`src/rtl/hz_pkg.sv`:
```
// Shared types and constants for the ID-stage data-hazard detector.
package hz_pkg;

    localparam int IDX_W = 5;

    localparam logic [IDX_W-1:0] ZERO_IDX = 5'd31;

    typedef struct packed {
        logic             valid;
        logic [IDX_W-1:0] dest;
        logic             is_load;
    } hz_entry_t;

    // Encoding is shared with the EX operand mux.
    typedef enum logic [1:0] {
        FWD_RF  = 2'd0,
        FWD_EX  = 2'd1,
        FWD_MEM = 2'd2
    } fwd_sel_t;

    localparam hz_entry_t HZ_BUBBLE = '{valid: 1'b0, dest: 5'd0, is_load: 1'b0};

endpackage

```
`src/rtl/hz_track_reg.sv`:
```
// One in-flight destination entry: captures a new entry, takes a bubble, or holds.
module hz_track_reg
    import hz_pkg::*;
(
    input  logic      clk,
    input  logic      rst,
    input  logic      en_i,
    input  logic      load_i,
    input  hz_entry_t entry_i,
    output hz_entry_t entry_o
);

    hz_entry_t entry_q;
    hz_entry_t entry_d;

    // Next entry: advance only when the stage is enabled; a non-load advance inserts a bubble.
    always_comb begin
        entry_d = entry_q;
        if (en_i) begin
            if (load_i) begin
                entry_d = entry_i;
            end else begin
                entry_d = HZ_BUBBLE;
            end
        end else begin
            entry_d = entry_q;
        end
    end

    // Entry register.
    always_ff @(posedge clk) begin
        if (rst) begin
            entry_q <= HZ_BUBBLE;
        end else begin
            entry_q <= entry_d;
        end
    end

    assign entry_o = entry_q;

endmodule

```
`src/rtl/hazard_unit.sv`:
```
// ID-stage RAW hazard detector: stall request, EX forwarding selects and stall-cycle counter.
// Macro HZ_FORWARD_EN enables forwarding; without it every in-flight dependence stalls.
module hazard_unit
    import hz_pkg::*;
#(
    parameter int unsigned               NREG     = 32,
    parameter logic [$clog2(NREG)-1:0]   ZERO_IDX = hz_pkg::ZERO_IDX,
    parameter int unsigned               CNT_W    = 32
) (
    input  logic                    clk,
    input  logic                    rst,
    input  logic                    ID_valid_inst,
    input  logic [$clog2(NREG)-1:0] ID_ra_idx,
    input  logic [$clog2(NREG)-1:0] ID_rb_idx,
    input  logic                    ID_ra_used,
    input  logic                    ID_rb_used,
    input  logic [$clog2(NREG)-1:0] ID_dest_reg_idx,
    input  logic                    ID_rd_mem,
    input  logic                    ST_id_ex_en,
    input  logic                    EX_take_branch,
    output logic                    HZ_stall,
    output logic [1:0]              HZ_fwd_a_sel,
    output logic [1:0]              HZ_fwd_b_sel,
    output logic [CNT_W-1:0]        HZ_stall_cnt
);

    hz_entry_t        ex_s;
    hz_entry_t        mem_s;
    hz_entry_t        id_entry_s;
    logic             ex_load_s;
    logic             ma_ex_s;
    logic             mb_ex_s;
    logic             ma_mem_s;
    logic             mb_mem_s;
    logic             stall_s;
    logic             mem_load_unused_s;
    fwd_sel_t         fwd_a_s;
    fwd_sel_t         fwd_b_s;
    logic [CNT_W-1:0] cnt_q;
    logic [CNT_W-1:0] cnt_d;

    function automatic logic src_match(input logic used, input logic [$clog2(NREG)-1:0] src,
                                       input hz_entry_t e);
        return used && (src != ZERO_IDX) && e.valid && (e.dest == src);
    endfunction

    assign id_entry_s = '{valid: 1'b1, dest: ID_dest_reg_idx, is_load: ID_rd_mem};
    assign ex_load_s  = ID_valid_inst & ~stall_s & ~EX_take_branch;

    hz_track_reg u_ex_entry (
        .clk     (clk),
        .rst     (rst),
        .en_i    (ST_id_ex_en),
        .load_i  (ex_load_s),
        .entry_i (id_entry_s),
        .entry_o (ex_s)
    );

    hz_track_reg u_mem_entry (
        .clk     (clk),
        .rst     (rst),
        .en_i    (ST_id_ex_en),
        .load_i  (1'b1),
        .entry_i (ex_s),
        .entry_o (mem_s)
    );

    // Load state of the MEM entry is not needed: a load in MEM is always forwardable.
    assign mem_load_unused_s = mem_s.is_load;

    assign ma_ex_s  = src_match(ID_ra_used, ID_ra_idx, ex_s);
    assign mb_ex_s  = src_match(ID_rb_used, ID_rb_idx, ex_s);
    assign ma_mem_s = src_match(ID_ra_used, ID_ra_idx, mem_s);
    assign mb_mem_s = src_match(ID_rb_used, ID_rb_idx, mem_s);

    // Stall request and forwarding selects; a squashed ID instruction never stalls.
    always_comb begin
        stall_s = 1'b0;
        fwd_a_s = FWD_RF;
        fwd_b_s = FWD_RF;
        if (ID_valid_inst) begin
`ifdef HZ_FORWARD_EN
            stall_s = ~EX_take_branch & ex_s.is_load & (ma_ex_s | mb_ex_s);
            if (ma_ex_s) begin
                fwd_a_s = FWD_EX;
            end else if (ma_mem_s) begin
                fwd_a_s = FWD_MEM;
            end else begin
                fwd_a_s = FWD_RF;
            end
            if (mb_ex_s) begin
                fwd_b_s = FWD_EX;
            end else if (mb_mem_s) begin
                fwd_b_s = FWD_MEM;
            end else begin
                fwd_b_s = FWD_RF;
            end
`else
            stall_s = ~EX_take_branch & (ma_ex_s | mb_ex_s | ma_mem_s | mb_mem_s);
`endif
        end else begin
            stall_s = 1'b0;
        end
    end

    // Saturating count of cycles that actually stalled the pipeline.
    always_comb begin
        cnt_d = cnt_q;
        if (stall_s && ST_id_ex_en && (cnt_q != {CNT_W{1'b1}})) begin
            cnt_d = cnt_q + {{(CNT_W-1){1'b0}}, 1'b1};
        end else begin
            cnt_d = cnt_q;
        end
    end

    // Counter register.
    always_ff @(posedge clk) begin
        if (rst) begin
            cnt_q <= {CNT_W{1'b0}};
        end else begin
            cnt_q <= cnt_d;
        end
    end

    assign HZ_stall     = stall_s;
    assign HZ_fwd_a_sel = fwd_a_s;
    assign HZ_fwd_b_sel = fwd_b_s;
    assign HZ_stall_cnt = cnt_q;

endmodule

```
`config.mk`:
```
export PLATFORM = sky130hd
export DESIGN_NAME = hazard_unit
export DESIGN_NICKNAME = d
export VERILOG_FILES = /design/src/rtl/hz_pkg.sv /design/src/rtl/hz_track_reg.sv /design/src/rtl/hazard_unit.sv
export SDC_FILE = /design/constraint.sdc
export NUM_CORES = 1
export LEC_CHECK = 0
export BUFFER_PORTS_ARGS = -buffer_cell sky130_fd_sc_hd__buf_2
export CELL_PAD_IN_SITES_DETAIL_PLACEMENT = 0
export CELL_PAD_IN_SITES_GLOBAL_PLACEMENT = 1
export CORE_MARGIN = 2
export CORE_UTILIZATION = 40
export CTS_BUF_LIST = sky130_fd_sc_hd__clkbuf_4 sky130_fd_sc_hd__clkbuf_8 sky130_fd_sc_hd__clkbuf_16
export DETAILED_ROUTE_END_ITERATION = 7
export PLACE_DENSITY = 0.91
export SLEW_MARGIN = 30
export SYNTH_ARGS = -nofsm -noshare
export SYNTH_HDL_FRONTEND = slang
export SYNTH_SLANG_ARGS = --single-unit
```
`constraint.sdc`:
```
create_clock -name clk -period 2.53 [get_ports clk]
set_input_delay 0.253 -clock clk [delete_from_list [all_inputs] [get_ports clk]]
set_output_delay 0.253 -clock clk [all_outputs]
set_load 0.1 [all_outputs]
```
# After elaboration in Yosys (flattened, before gate mapping)
# Cells that the tools add are included.
word_totals:
  reg_bits: 44
  input_bits: 23
  out_inout_bits: 37
  wordCells: 35
classes:
  add_sub_neg: 1
  n_eq_ne: 7
  muxes: 2
  bitwise: 8
  reduce_logical: 12
op_table:
  columns: ["operator", "n"]
  rows:
  - ["$add A32 B1 Y32 const B", 1]
  - ["$ne A32 B32 Y1 const B", 1]
  - ["$eq A5 B5 Y1", 4]
  - ["$logic_and A1 B1 Y1", 12]
  - ["$ne A5 B5 Y1 const B", 2]
  - ["$mux W7", 1]
  - ["$and A1 B1 Y1", 3]
  - ["$or A1 B1 Y1", 3]
  - ["$not A1 Y1", 2]
  - ["$mux W1", 1]

# Longest topological paths before layout
# Gate-level depths: netlist of run 1.
logic_depth:
  depth_word: 13
  ltp_mapped: 8
  depth_no_buf: 7

# By module
# From an unflattened synthesis of run 1, not the netlist that was laid out.
hier_totals:
  hier_cells: 315
  area_unflattened_um2: 2583.7
modules_own_cells:
  columns: ["mod", "n_inst", "cells_per_inst", "area_per_inst_um2"]
  rows:
  - ["hazard_unit", 1, 257, 2053.2]
  - ["hz_track_reg", 2, 29, 265.3]

# Worst setup path before layout of run 1
# OpenSTA, ideal clock, no wires.
synth_path:
  path_type: "flip-flop to output port"
  from: "reg u_ex_entry.entry_q, in the netlist u_ex_entry.entry_o[1]"
  to: "out HZ_stall"
  t_arrival_ns: 3.509
  t_required_ns: 2.277
  slack_ns: -1.232
  stages_incl_launch_ff: 8
  n_path_buf: 2
  path_cell_list: "dfxtp_1 -> xnor2_1 -> nand4_1 -> o22ai_2 -> a22oi_2 -> buf_2 -> buf_2 -> nor3b_1"
synth_via:
  elab_chain_len: 7
synth_rtl:
  columns: ["item", "line_no", "rtl"]
  rows:
  - ["start, declared", "hz_track_reg.sv:13", "hz_entry_t entry_q;"]
  - ["start signal, assigned", "hz_track_reg.sv:35", "entry_q <= entry_d;"]
  - ["$eq A5 B5 Y1", "hazard_unit.sv:44", "return used && (src != ZERO_IDX) && e.valid && (e.dest == src);"]
  - ["$logic_and A1 B1 Y1", "hazard_unit.sv:44", null]
  - ["$or A1 B1 Y1 (*) (3 in series)", "hazard_unit.sv:99", "stall_s = ~EX_take_branch & (ma_ex_s | mb_ex_s | ma_mem_s | mb_mem_s);"]
  - ["$and A1 B1 Y1 (*)", "hazard_unit.sv:99", null]
  - ["$mux W1 (*)", "hazard_unit.sv:81", "if (ID_valid_inst) begin"]
  - ["end, declared", "hazard_unit.sv:21", "output logic HZ_stall,"]
# Mark *: on every way between the ends. The rest lies on a longest branch, timed or not.

# Final worst setup path of run 1
layout_path:
  from: "reg u_mem_entry.entry_q, in the netlist u_mem_entry.entry_o[3]"
  to: "out HZ_stall"
layout_via:
  elab_chain_len: 6
layout_rtl:
  columns: ["item", "line_no"]
  rows:
  - ["start, declared", "hz_track_reg.sv:13"]
  - ["start signal, assigned", "hz_track_reg.sv:35"]
  - ["$eq A5 B5 Y1", "hazard_unit.sv:44"]
  - ["$logic_and A1 B1 Y1", "hazard_unit.sv:44"]
  - ["$or A1 B1 Y1", "hazard_unit.sv:99"]
  - ["$or A1 B1 Y1 (*)", "hazard_unit.sv:99"]
  - ["$and A1 B1 Y1 (*)", "hazard_unit.sv:99"]
  - ["$mux W1 (*)", "hazard_unit.sv:81"]
# Marks and branches as above.

==> impl_metrics.ini, run 1 <==
[global_route]
first_global_vias = 2150
grt_use_met3_pct = 3.638
grt.busiest_layer = met2
use_met2_pct = 29.80
gr-usage-met1_pct = 21.89
grt.total_usage_pct = 17.17
grt_antenna_before_repair = 0
grt_pass1_wl_um = 10070
overflow = 0
grt_max_degree = 30

[drt]
wl_um = 6075
drt-wirelength-per-cell_um = 14.00
antenna_left = 0
vias_per_cell = 5.553
drt-pass1-iter-count = 6
routed-via-count = 2410
drcViolationCount = 0
drt_iter0_drc = 93

[worst_setup_path]
crit_type = reg2out
rr_worst_depth = 7
rr_startpoint = u_mem_entry.entry_o[3]$_SDFFE_PP0P_
cp.required_ns = 2.28
crit_fanout = 9
start_kind = flop
arrival_ns = 2.15
worstSetupStartpoint = u_mem_entry.entry_o[3]$_SDFFE_PP0P_
cp-end-kind = primary output

[die]
rows = 29
dieArea_um2 = 7089
die_h_um = 84.20
die_x_um = 84.20
ioPinCount = 60
core_um2 = 6277
initial_utilization_pct = 40.98

[sta]
final.setup_skew_ns = 0.01021
min_period_over_period_pct = 95.18
maxSlewViolCount = 0
period_minus_slack_ns = 2.408
worst_pin_slew_ns = 0.6023
max_slew_margin_pct = 59.84
fin_setup_tns_ns = 0
rsz0062_at_grt = no
setup_viol_count_final = 0
hold_violations = 0
fmax_mhz = 415.3

[clock_network]
clkTransAtPathRegs_ns = 0.07
cts_inserted_buffers = 5
clk_path_buf_depth = 2
cts-root-buf = clkbuf_8
clock-sinks = 44
cts_tree = yes
cts_hold_buf = 0
insertion_delay_ns = 0.30
cts_resized = 0
post_cts.repair.setup_buffers = 0
htree_levels = 2

[power_and_ir_drop]
leakage_uw = 0.001137
peakVddDrop_v = 0.0002209
p_int_uw = 978.8
seqPwrFrac_pct = 54.5
power.switching_uw = 305.9
comb_power_share_pct = 8.6
netSwitchingFraction_pct = 23.81
power.density_nw_per_um2 = 426.0
clkPwrFrac_pct = 36.9

[place]
dpl.hpwl_um = 4531
dp_cells = 427
port_buffers = 54
place_area_um2 = 2919
place_congestion = 0.7884

[cells_and_area]
fill_cells = 633
drive_above_1_share_pct = 29.97
area_growth_pct = 17.22
multi_input_area_um2 = 1569
fin_nets = 381
antenna_cells = 0
finalInstanceArea_um2 = 3015
register_area_um2 = 900.9
finish.utilization_pct = 48.04
final_cells = 434

[min_path]
min_from = ID_dest_reg_idx[2]
hp-class = in2reg
min_path_cells = 3

[synthesis]
yosysWarnings = 0
synthFlopType = dfxtp_1
synth.ff_latch_count = 44
seq_area_frac_synth_pct = 34.24
synth_edf_count = 0
syn-cell-area_um2 = 2572
async_reset_ff_share_pct = 0
ys_types = 45
syn_inst = 302
synth.avg_cell_area_um2 = 8.518

[run_status]
status = finished clean

[job]
max_cap_viol_count = 0
-- cells in the mapped netlist, types with 3 or more instances --
cell type,count,area (um2)
dfxtp_1,44,880.8
a21oi_1,32,160.2
nand3_1,20,100.1
o21ai_0,20,100.1
xnor2_1,20,175.2
nand2_1,19,71.32
or3_1,19,118.9
nand4_1,17,106.4
nor2_1,16,60.06
nand2b_1,9,56.30
mux2i_1,7,70.07
nor3_1,6,30.03
o31ai_1,6,45.04
or4_1,6,45.04
and3_1,5,31.28
buf_4,5,37.54
clkbuf_1,5,18.77
buf_2,4,20.02
mux2_2,4,45.04
nor2b_1,4,25.02
buf_6,3,33.78
nor4_4,3,63.81
-- worst max-delay path: stages (launching register included) --
cell,delay (ns)
dfxtp_1,0.34
xnor2_1,0.22
nand4_1,0.12
o22ai_1,0.29
a22oi_2,0.24
nor3b_4,0.21
buf_2,0.44
-- flip-flops by register name, summed over array words and instances (netlist names) --
name,cells
HZ_stall_cnt,32
u_ex_entry.entry_o,6
u_mem_entry.entry_o,6
-- logic make-up after synthesis --
family | Yosys count | synth area share, %
mux | 11 | 4.475
simple gates | 139 | 33.51
compound gates | 65 | 14.69
xor+xnor | 20 | 6.809
fa+ha+maj | 1 | 0.4863
other cells | 1 | 0.1458
flops | 44 | 34.24
buf+inv | 21 | 5.642
-- stage by stage --
step                      power [uW]  hold slack [ns]  worst slack, ns
after global placement         826.2           0.4734           0.3857
after CTS                       1294           0.2110           0.1211
after floorplan                801.3           0.4022          0.01743
after global routing            1340           0.2139          0.04023
after detailed placement       827.0           0.4982           0.3667
final                           1285           0.2106           0.1220
-- per-layer routing --
layer / wire [um] / vias to the layer above
li1: - / 1212
met1: 2818 / 1129
met2: 2940 / 64
met3: 259 / 5
met4: 56 / 0
met5: 0 / -
-- cells in the final DEF, fill, tap and decap left out, types with 5 or more instances in the layout --
| master | count |
|---|---|
| dfxtp_2 | 16 |
| dfxtp_1 | 28 |
| and3_1 | 5 |
| nand2_1 | 19 |
| or3_1 | 19 |
| clkbuf_8 | 7 |
| or4_1 | 6 |
| xnor2_1 | 20 |
| nor2_1 | 16 |
| nand4_1 | 17 |
| nand3_1 | 20 |
| o21ai_0 | 20 |
| mux2i_1 | 7 |
| o31ai_1 | 6 |
| nor3_1 | 6 |
| a21oi_1 | 32 |
| buf_4 | 10 |
| nand2b_1 | 9 |
| buf_2 | 54 |
-- power by group through the flow --
stage	Clock, uW	Sequential, uW	Combinational, uW
2_1_floorplan	0	715	86.0
3_3_place_gp	0	716	110
3_5_place_dp	0	716	111
4_1_cts	483	700	111
5_1_grt	520	700	120
6_report	474	700	111
-- final timing paths --
check	end	slack, ns
setup / recovery	HZ_stall	0.12
setup reg to reg	HZ_stall_cnt[13]$_SDFFE_PP0P_	0.37
hold reg to reg	HZ_stall_cnt[16]$_SDFFE_PP0P_	0.51
hold / removal	u_ex_entry.entry_o[3]$_SDFFE_PP0P_	0.21
-- cell type report --
cell class / instances / area share (%)
clock buffer: 7 / 3.195
tap: 77 / 3.195
inverter: 2 / 0.2490
sequential: 44 / 29.88
timing repair buffer: 64 / 11.45
multi-input combinational: 240 / 52.03
Note: power is estimated with default switching activity, not from simulation.
==> run 2, diff against run 1 <==
--- a/config.mk
+++ b/config.mk
@@ -6,13 +6,11 @@
 export NUM_CORES = 1
 export LEC_CHECK = 0
 export BUFFER_PORTS_ARGS = -buffer_cell sky130_fd_sc_hd__buf_2
-export CELL_PAD_IN_SITES_DETAIL_PLACEMENT = 0
-export CELL_PAD_IN_SITES_GLOBAL_PLACEMENT = 1
 export CORE_MARGIN = 2
-export CORE_UTILIZATION = 40
+export CORE_UTILIZATION = 47
 export CTS_BUF_LIST = sky130_fd_sc_hd__clkbuf_4 sky130_fd_sc_hd__clkbuf_8 sky130_fd_sc_hd__clkbuf_16
 export DETAILED_ROUTE_END_ITERATION = 7
-export PLACE_DENSITY = 0.91
+export PLACE_DENSITY = 0.76
 export SLEW_MARGIN = 30
 export SYNTH_ARGS = -nofsm -noshare
 export SYNTH_HDL_FRONTEND = slang
==> run 2 against run 1 <==
Net effect: power rose by 0.29%; combinational power barely moved; register-to-register slack got worse by 0.09 ns; sequential power barely moved; worst setup slack improved by 0.027 ns; die area fell by 14%; largest cell class unchanged.
==> impl_metrics.ini, run 2 (same netlist as run 1, synthesis figures left out) <==
[worst_setup_path]
worstSetupStartpoint = u_ex_entry.entry_o[5]$_SDFFE_PP0P_
critPathSlowestCell = dfxtp_1
rr_startpoint = u_ex_entry.entry_o[5]$_SDFFE_PP0P_
reg2reg_slack_ns = 0.28
arrival_ns = 2.13
rr_worst_depth = 7
crit_fanout = 23
crit_chain = xnor2_1, nand4_1, o22ai_2, a22oi_2, buf_12, nor3b_4, clkbuf_4
worst-path-stages = 7
crit_family = buffers and inverters
slowest_delay_ns = 0.43
start_kind = flop
setup.worst_path.end = HZ_stall
crit_buf_inv = 2
cp.required_ns = 2.28
crit_type = reg2out
cp-end-kind = primary output
rr_endpoint = HZ_stall_cnt[26]$_SDFFE_PP0P_

[sta]
rsz0062_at_grt = no
fin_setup_tns_ns = 0
final.setup_skew_ns = 0.01009
min_period_over_period_pct = 94.12
worst_pin_slew_ns = 0.6828
hold_violations = 0
maxSlewViolCount = 0
period_minus_slack_ns = 2.381
max_slew_margin_pct = 54.48
setup_viol_count_final = 0
fmax_mhz = 419.9
setup_slack_ns = 0.1486

[clock_network]
clock-sinks = 44
cts_inserted_buffers = 5
clkTransAtPathRegs_ns = 0.08
htree_levels = 2
cts-root-buf = clkbuf_8
insertion_delay_ns = 0.30
cts_tree = yes
clk_path_buf_depth = 2

[drt]
drt-wirelength-per-cell_um = 14.31
drt_iter0_drc = 173
drt-pass1-iter-count = 5
routed-via-count = 2467
wl_um = 6126
drcViolationCount = 0
vias_per_cell = 5.764
antenna_left = 0

[global_route]
grt_pass1_wl_um = 10460
grt_use_met3_pct = 3.721
use_met2_pct = 34.66
grt.busiest_layer = met2
grt_antenna_before_repair = 0
grt_max_degree = 39
overflow = 0
first_global_vias = 2214
grt.total_usage_pct = 21.03
gr-usage-met1_pct = 28.09

[die]
initial_utilization_pct = 49.42
die_h_um = 77.98
core_um2 = 5205
dieArea_um2 = 6081
die_x_um = 77.98
rows = 26
ioPinCount = 60

[cells_and_area]
layout_common_cells = 53 x buf_2, 32 x a21oi_1, 28 x dfxtp_1
fill_cells = 490
largest_reg_flops = 32
antenna_cells = 0
register_area_um2 = 900.9
finalInstanceArea_um2 = 3033
fin_nets = 382
mostFrequentLayoutCell = buf_2
area_growth_pct = 17.90
drive_above_1_share_pct = 30.17
multi_input_area_um2 = 1569

[power_and_ir_drop]
leakage_uw = 0.001148
power.density_nw_per_um2 = 424.8
peakVddDrop_v = 0.0004571

[place]
port_buffers = 54
place_ws_ns = 0.3309
place_congestion = 0.8387
place_area_um2 = 2934
dpl.hpwl_um = 4396

[job]
max_cap_viol_count = 0

[run_status]
status = finished clean

[min_path]
hp-class = in2reg
run 2: worst min-delay path, cell delays in order:
cell and delay (ns):
buf_2 0.10, nand3_1 0.05, a21oi_1 0.06
run 2: where the power goes:
group | internal, uW | switching [uW]
combinational | 40.2 | 70.3
sequential | 695 | 4.83
clock | 243 | 234
total | 979 | 309
run 2: layout make-up:
cell class,count,share of cell area [%]
Clock buffer,7,3.177
Tap cell,70,2.888
Multi-Input combinational cell,240,51.73
Sequential cell,44,29.70
Timing Repair Buffer,65,12.25
Inverter,2,0.2475
run 2: repair_timing:
action	CTS	global route
setup buffers	0	0
hold buffers	0	0
endpoints found under the setup margin	0	1
gates resized for setup	0	1
run 2: stage by stage:
step,power [uW],cells,hold slack [ns],utilization [%]
after floorplan,801.3,305,0.4022,-
after global placement,824.0,420,0.4735,56.15
after detailed placement,826.3,421,0.4849,56.37
after CTS,1291,428,0.2048,58.22
after global routing,1324,428,0.2256,58.27
final,1288,428,0.2069,58.27
run 2: worst min-delay path by stage:
stage                             startpoint  depth (start not counted)  slack (ns)                                 end
3_5_place_dp   HZ_stall_cnt[16]$_SDFFE_PP0P_                          2        0.48       HZ_stall_cnt[16]$_SDFFE_PP0P_
4_1_cts                   ID_dest_reg_idx[4]                          3        0.20  u_ex_entry.entry_o[5]$_SDFFE_PP0P_
2_1_floorplan             ID_dest_reg_idx[0]                          2        0.40  u_ex_entry.entry_o[1]$_SDFFE_PP0P_
5_1_grt                   ID_dest_reg_idx[3]                          3        0.23  u_ex_entry.entry_o[4]$_SDFFE_PP0P_
3_3_place_gp    HZ_stall_cnt[1]$_SDFFE_PP0P_                          2        0.47        HZ_stall_cnt[1]$_SDFFE_PP0P_
6_report                  ID_dest_reg_idx[1]                          3        0.21  u_ex_entry.entry_o[2]$_SDFFE_PP0P_
run 2: per-layer routing:
layer	up-vias	routed length, um
met5	-	0
li1	1218	-
met4	0	86
met1	1159	2805
met3	11	304
met2	79	2929
